<file path="src/rtl/issue_stage_pkg.sv">
// issue_stage_pkg
//   Shared definitions for the decode/issue stage: datapath widths,
//   instruction field positions, opcode constants and class masks, the
//   RUN/HALTED state encoding, and a decode helper. The helper maps an
//   instruction word onto its register-file read addresses, the sources it
//   actually uses, and the register it writes.
package issue_stage_pkg;

    localparam int REG_W    = 4;
    localparam int DATA_W   = 16;
    localparam int NUM_REGS = 1 << REG_W;

    // Instruction field positions.
    localparam int OP_MSB = 15;
    localparam int OP_LSB = 12;
    localparam int RD_MSB = 11;
    localparam int RD_LSB = 8;
    localparam int RS_MSB = 7;
    localparam int RS_LSB = 4;
    localparam int RT_MSB = 3;
    localparam int RT_LSB = 0;

    // Opcodes and opcode classes.
    localparam logic [3:0] OP_LW        = 4'b1000;
    localparam logic [3:0] OP_SW        = 4'b1001;
    localparam logic [3:0] OP_HLT       = 4'b1111;
    localparam logic [3:0] OP_LDB_MASK  = 4'b1110;  // LLB/LHB: 101x
    localparam logic [3:0] OP_LDB_MATCH = 4'b1010;
    localparam logic [3:0] OP_CTL_MASK  = 4'b1100;  // branch/control: 11xx
    localparam logic [3:0] OP_CTL_MATCH = 4'b1100;

    typedef enum logic {
        ST_RUN    = 1'b0,
        ST_HALTED = 1'b1
    } state_t;

    typedef struct packed {
        logic [REG_W-1:0] src1;
        logic [REG_W-1:0] src2;
        logic             src1_used;
        logic             src2_used;
        logic             writes;
        logic [REG_W-1:0] rd;
    } decode_t;

    // Unused read ports are parked on rd so the address is always defined;
    // the *_used flags keep those parked reads out of the hazard check.
    function automatic decode_t decode_instr(input logic [DATA_W-1:0] instr);
        decode_t    d;
        logic [3:0] op;
        op          = instr[OP_MSB:OP_LSB];
        d.rd        = instr[RD_MSB:RD_LSB];
        d.src1      = instr[RD_MSB:RD_LSB];
        d.src2      = instr[RD_MSB:RD_LSB];
        d.src1_used = 1'b0;
        d.src2_used = 1'b0;
        d.writes    = 1'b0;
        if (op[3] == 1'b0) begin                        // ALU
            d.src1      = instr[RS_MSB:RS_LSB];
            d.src2      = instr[RT_MSB:RT_LSB];
            d.src1_used = 1'b1;
            d.src2_used = 1'b1;
            d.writes    = 1'b1;
        end else if (op == OP_LW) begin
            d.src1      = instr[RS_MSB:RS_LSB];
            d.src1_used = 1'b1;
            d.writes    = 1'b1;
        end else if (op == OP_SW) begin                 // src2 = rd (store data)
            d.src1      = instr[RS_MSB:RS_LSB];
            d.src1_used = 1'b1;
            d.src2_used = 1'b1;
        end else if ((op & OP_LDB_MASK) == OP_LDB_MATCH) begin
            d.src1_used = 1'b1;                         // read-modify-write of rd
            d.writes    = 1'b1;
        end
        // 11xx control: no sources, no write.
        return d;
    endfunction

endpackage

</file>
<file path="src/rtl/issue_scoreboard.sv">
// issue_scoreboard
//   One busy bit per architectural register, marking a destination write
//   that has been issued but not yet retired.
//   Ports:
//     clk, rst          - clock, synchronous active-high reset
//     set_en, set_reg   - mark set_reg busy (instruction issued)
//     clr_en, clr_reg   - mark clr_reg free (writeback retired)
//     busy[15:0]        - registered busy vector
//   A set and a clear on the same register in one cycle leave it busy: the
//   new producer has not written yet, whatever the old one retired.
module issue_scoreboard
    import issue_stage_pkg::*;
(
    input  logic                clk,
    input  logic                rst,
    input  logic                set_en,
    input  logic [REG_W-1:0]    set_reg,
    input  logic                clr_en,
    input  logic [REG_W-1:0]    clr_reg,
    output logic [NUM_REGS-1:0] busy
);

    logic [NUM_REGS-1:0] set_mask;
    logic [NUM_REGS-1:0] clr_mask;

    // NOTE: every signal written in always_comb gets a default first, so no
    // path through the block leaves it unassigned and a latch is never inferred.
    always_comb begin
        set_mask = '0;
        clr_mask = '0;
        if (set_en) set_mask[set_reg] = 1'b1;
        if (clr_en) clr_mask[clr_reg] = 1'b1;
    end

    // NOTE: state uses non-blocking assignments so every flop samples the
    // pre-edge values, independent of the order of always blocks.
    always_ff @(posedge clk) begin
        if (rst) busy <= '0;
        else     busy <= (busy & ~clr_mask) | set_mask;
    end

endmodule

</file>
<file path="src/rtl/issue_stage.sv">
// issue_stage
//   Decode/issue stage feeding execute from a 16 x 16-bit register file.
//   Decodes in_instr, drives the register-file read addresses
//   combinationally, stalls on RAW/WAW hazards against the scoreboard, and
//   captures decoded fields plus both operands into a one-entry output
//   register. Issuing HLT freezes the stage until reset.
//   Ports:
//     clk, rst                  - clock, synchronous active-high reset
//     in_valid/in_ready/in_instr- upstream instruction handshake
//     src_reg1/src_reg2         - register-file read addresses (combinational)
//     src_data1/src_data2       - register-file read data, same cycle
//     out_valid/out_ready       - downstream handshake
//     out_opcode/out_dst_reg/out_writes/out_op1/out_op2/out_imm8
//                               - registered issue payload
//     wb_valid/wb_reg           - writeback retirement, clears busy[wb_reg]
//     busy                      - scoreboard vector
//     halted                    - HLT issued, stage frozen
module issue_stage
    import issue_stage_pkg::*;
(
    input  logic                clk,
    input  logic                rst,
    input  logic                in_valid,
    output logic                in_ready,
    input  logic [DATA_W-1:0]   in_instr,
    output logic [REG_W-1:0]    src_reg1,
    output logic [REG_W-1:0]    src_reg2,
    input  logic [DATA_W-1:0]   src_data1,
    input  logic [DATA_W-1:0]   src_data2,
    output logic                out_valid,
    input  logic                out_ready,
    output logic [3:0]          out_opcode,
    output logic [REG_W-1:0]    out_dst_reg,
    output logic                out_writes,
    output logic [DATA_W-1:0]   out_op1,
    output logic [DATA_W-1:0]   out_op2,
    output logic [7:0]          out_imm8,
    input  logic                wb_valid,
    input  logic [REG_W-1:0]    wb_reg,
    output logic [NUM_REGS-1:0] busy,
    output logic                halted
);

    decode_t dec;
    state_t  state;
    logic    hazard;
    logic    accept;

    assign dec      = decode_instr(in_instr);
    assign src_reg1 = dec.src1;
    assign src_reg2 = dec.src2;

    // Evaluated whether or not in_valid is high, so in_ready reflects the
    // word currently presented. No bypass: a retiring value is read from the
    // register file only after its writeback edge, when busy has dropped.
    assign hazard = (dec.src1_used & busy[dec.src1])
                  | (dec.src2_used & busy[dec.src2])
                  | (dec.writes    & busy[dec.rd]);

    assign halted   = (state == ST_HALTED);
    assign in_ready = !halted && !hazard && (!out_valid || out_ready);
    assign accept   = in_valid && in_ready;

    issue_scoreboard u_scoreboard (
        .clk     (clk),
        .rst     (rst),
        .set_en  (accept && dec.writes),
        .set_reg (dec.rd),
        .clr_en  (wb_valid),
        .clr_reg (wb_reg),
        .busy    (busy)
    );

    // Output register and run/halt state. The payload only loads on accept,
    // so it stays stable while execute back-pressures.
    always_ff @(posedge clk) begin
        if (rst) begin
            state       <= ST_RUN;
            out_valid   <= 1'b0;
            out_opcode  <= '0;
            out_dst_reg <= '0;
            out_writes  <= 1'b0;
            out_op1     <= '0;
            out_op2     <= '0;
            out_imm8    <= '0;
        end else begin
            if (accept) begin
                out_valid   <= 1'b1;
                out_opcode  <= in_instr[OP_MSB:OP_LSB];
                out_dst_reg <= dec.rd;
                out_writes  <= dec.writes;
                out_op1     <= src_data1;
                out_op2     <= src_data2;
                out_imm8    <= in_instr[7:0];
            end else if (out_ready) begin
                out_valid   <= 1'b0;
            end

            case (state)
                ST_RUN:    if (accept && in_instr[OP_MSB:OP_LSB] == OP_HLT) state <= ST_HALTED;
                ST_HALTED: state <= ST_HALTED;
                default:   state <= ST_RUN;
            endcase
        end
    end

endmodule
</file>
<file path="config.mk">
export PLATFORM = sky130hd
export DESIGN_NAME = issue_stage
export DESIGN_NICKNAME = d
export VERILOG_FILES = /design/src/rtl/issue_stage_pkg.sv /design/src/rtl/issue_scoreboard.sv /design/src/rtl/issue_stage.sv
export SDC_FILE = /design/constraint.sdc
export NUM_CORES = 1
export LEC_CHECK = 0
export ABC_AREA = 1
export CAP_MARGIN = 20
export CORE_UTILIZATION = 40
export CTS_CLUSTER_DIAMETER = 120
export CTS_CLUSTER_SIZE = 10
export DETAILED_ROUTE_END_ITERATION = 8
export GPL_TIMING_DRIVEN = 0
export PLACE_DENSITY = 0.88
export SETUP_SLACK_MARGIN = 0.1
export SLEW_MARGIN = 20
export SYNTH_ARGS = -nofsm -noshare
export SYNTH_HDL_FRONTEND = slang
export SYNTH_SLANG_ARGS = --single-unit
</file>
<file path="constraint.sdc">
create_clock -name clk -period 2 [get_ports clk]
set_input_delay 0.4 -clock clk [delete_from_list [all_inputs] [get_ports clk]]
set_output_delay 0.4 -clock clk [all_outputs]
set_load 0.01 [all_outputs]
</file>
==> out/qor.csv <==
stage;metric;value;unit
run_status;status;complete, but fails checks;
run_status;failing checks;setup timing;
power_and_ir_drop;PwrDens;639;nW/um^2
finish;highest-count cells in the layout ignoring fill and taps;nand2_1, clkdlybuf4s50_1, dfxtp_1;
placement;dpl cells;753;
finish;Final Non-Filler Cells;816;
routing;DR pass1 iterations;6;
yosys;post-synthesis register bit count;67;
power_and_ir_drop;Combinational Power Share;0.318;
worst_setup_path;critical path peak fanout;6;
floorplanning;Cell Rows;33;
yosys;Avg Synthesized Cell Area;6.48;um^2
finish;Regs by FF count;out_op1: 16 flops, out_op2: 16 flops, u_scoreboard.busy: 16 flops;
clock_tree;Clock Path Buffers;2;
yosys;Ys Warns;0;
clock_tree;# H-tree levels;3;
sta;RSZ-0062 raised after global routing;yes;
flow_run;max-cap violation count;0;
worst_setup_path;worst path required time;1.60;ns
routing;final wirelength;15.5;mm
power_and_ir_drop;power share of the sequential group;0.358;
clock_tree;Reg clk slew, reported paths;0.08;ns
finish;most common library cell in the layout ignoring fill and taps;nand2_1;
sta;final hold vios;0;
yosys;Syn Inst Count;521;
placement;worst slack at placement;-1.08;ns
clock_tree;CTS buffer count;9;
global_routing;pin count of the biggest net entering global routing;14;
power_and_ir_drop;Psw;0.00132;W
routing;Vias/cell;5.72;
worst_setup_path;arrival time at the worst endpoint;1.83;ns
floorplanning;# IOs;133;
power_and_ir_drop;VDD IR-drop max;425;uV
worst_setup_path;critical path type;in -> out;
global_routing;Total Routing Usage GR;0.295;
power_and_ir_drop;Leak Pwr;2.53;nW
global_routing;grt ovf;0;
global_routing;initial antenna violation count;0;
clock_tree;root buffer cell;clkbuf_8;
placement;# port buffers;127;
worst_setup_path;CP Launch Type;input port;
clock_tree;CTS sink cnt;67;
routing;Vias;4669;
sta;setup violators final;69;
routing;WL/cell;19.0;um
sta;setup ws final;-0.233;ns
finish;diode count;0;
hold_path;HP Class;in -> reg;
power_and_ir_drop;clock share of power;0.323;
sta;Slew HR;0.510;
routing;Residual DRC;0;
floorplanning;die area;8820;um^2
routing;DRT iter0 DRCs;345;
finish;Layout area overhead;86.8;%
floorplanning;Starting Density;0.413;
power_and_ir_drop;sw frac;0.326;
worst_setup_path;crit path capture type;output port;
power_and_ir_drop;Tot Pwr;0.00403;W
power_and_ir_drop;Pint;0.00272;W
sta;fmax;0.448;GHz
sta;Max Slew Vio Count;0;
yosys;Synthesized Nets;578;
finish;Layout Nets;763;
floorplanning;chip width;93.9;um
placement;Final GP Congestion;0.961;
clock_tree;Hold Buf Count CTS;0;
finish;Layout Utilization;0.772;
global_routing;first-pass GRT wire length;20.2;mm
routing;post-route ant nets;0;
sta;Slew @ Worst Pin;0.736;ns
floorplanning;chip height;93.9;um
sta;Tmin final;2.23;ns
yosys;post-synthesis sequential area ratio;0.397;
global_routing;vias in the first global route;4103;
finish;share of cells above drive strength 1;0.395;
placement;HPWL after detailed placement;8.35;mm
yosys;mapped cell area;3380;um^2
sta;fin crit share;1.12;
clock_tree;Skew-Pair Late Insertion Delay;0.35;ns
clock_tree;CTS tree;yes;
sta;setup_tns;-7.36;ns
sta;clk_skew;0.0130;ns
yosys;post-synthesis cell type count;24;
floorplanning;CORE AREA;8180;um^2
## path summary, 6_finish.rpt
kind | from | slack, ns | cells after the start | endpoint
min reg2reg | out_imm8[0] | 0.46 | 2 | out_imm8[0]
max | in_instr[1] | -0.23 | 13 | in_ready
min | in_instr[9] | 0.35 | 3 | out_dst_reg[1]
max reg2reg | u_scoreboard.busy[11] | -0.13 | 18 | out_imm8[5]
## repair_timing
action,CTS,global route
gates resized for setup,213,123
endpoints found under the setup margin,76,73
setup buffers,26,15
pin swaps,20,31
gates cloned,9,0
## worst max-delay path: stages
cell and delay (ns):
dlygate4sd2_1 0.25, nand2_1 0.11, nand2_2 0.13, inv_2 0.13, nand3_1 0.10, nand3_1 0.11
nand3_2 0.10, nand3_2 0.09, nand2_1 0.08, inv_2 0.10, nand2_4 0.07, inv_2 0.05
buf_6 0.09
## cell usage after synthesis, drive strengths merged
cell type  instances  area [um^2]
a21boi             4         30.0
o31ai              1         7.51
dfxtp             67         1340
buf               23          165
a31oi              6         37.5
o21ai             18          105
clkbuf             9         35.0
nor3               1         5.00
nand3             53          280
nor2              62          240
inv               42          158
a21oi             56          280
nand2            178          681
nand4              1         12.5
## power by group through the flow
stage	sequential, W	combinational (W)	clock (W)
2_1_floorplan	0.00151	0.000383	0
3_3_place_gp	0.00148	0.000802	0
3_5_place_dp	0.00148	0.000815	0
4_1_cts	0.00145	0.00109	0.00129
5_1_grt	0.00145	0.00135	0.00136
6_report	0.00145	0.00128	0.00130
## through the flow
| step | instance area (um^2) | hold slack (ns) |
|---|---|---|
| global placement | 4800 | 0.450 |
| CTS | 5790 | 0.304 |
| detailed placement | 4800 | 0.455 |
| floorplan | 3400 | 0.484 |
| global route | 6310 | 0.345 |
| finish | 6310 | 0.353 |
## area by class of cell
type,count,area (um^2)
Timing Repair Buffer,172,1730
Clock inverter,7,98.8
Sequential cell,67,1380
Buffer,31,289
Fill cell,505,1860
Multi-Input combinational cell,383,2400
Clock buffer,9,124
Inverter,42,163
Tap cell,105,131
## metal layers
| layer | track usage | routed length, um | part of all wire |
|---|---|---|---|
| met1 | 0.371 | 5730 | 0.37 |
| met2 | 0.480 | 7390 | 0.48 |
| met3 | 0.0574 | 1520 | 0.098 |
| met4 | 0.145 | 889 | 0.057 |
| met5 | 0 | 0 | 0 |
## cell families after synthesis
| group | share of synthesized area |
|---|---|
| compound gates | 0.136 |
| buf+inv | 0.106 |
| flops | 0.397 |
| simple gates | 0.361 |
Note: power is estimated with default switching activity, not from simulation.
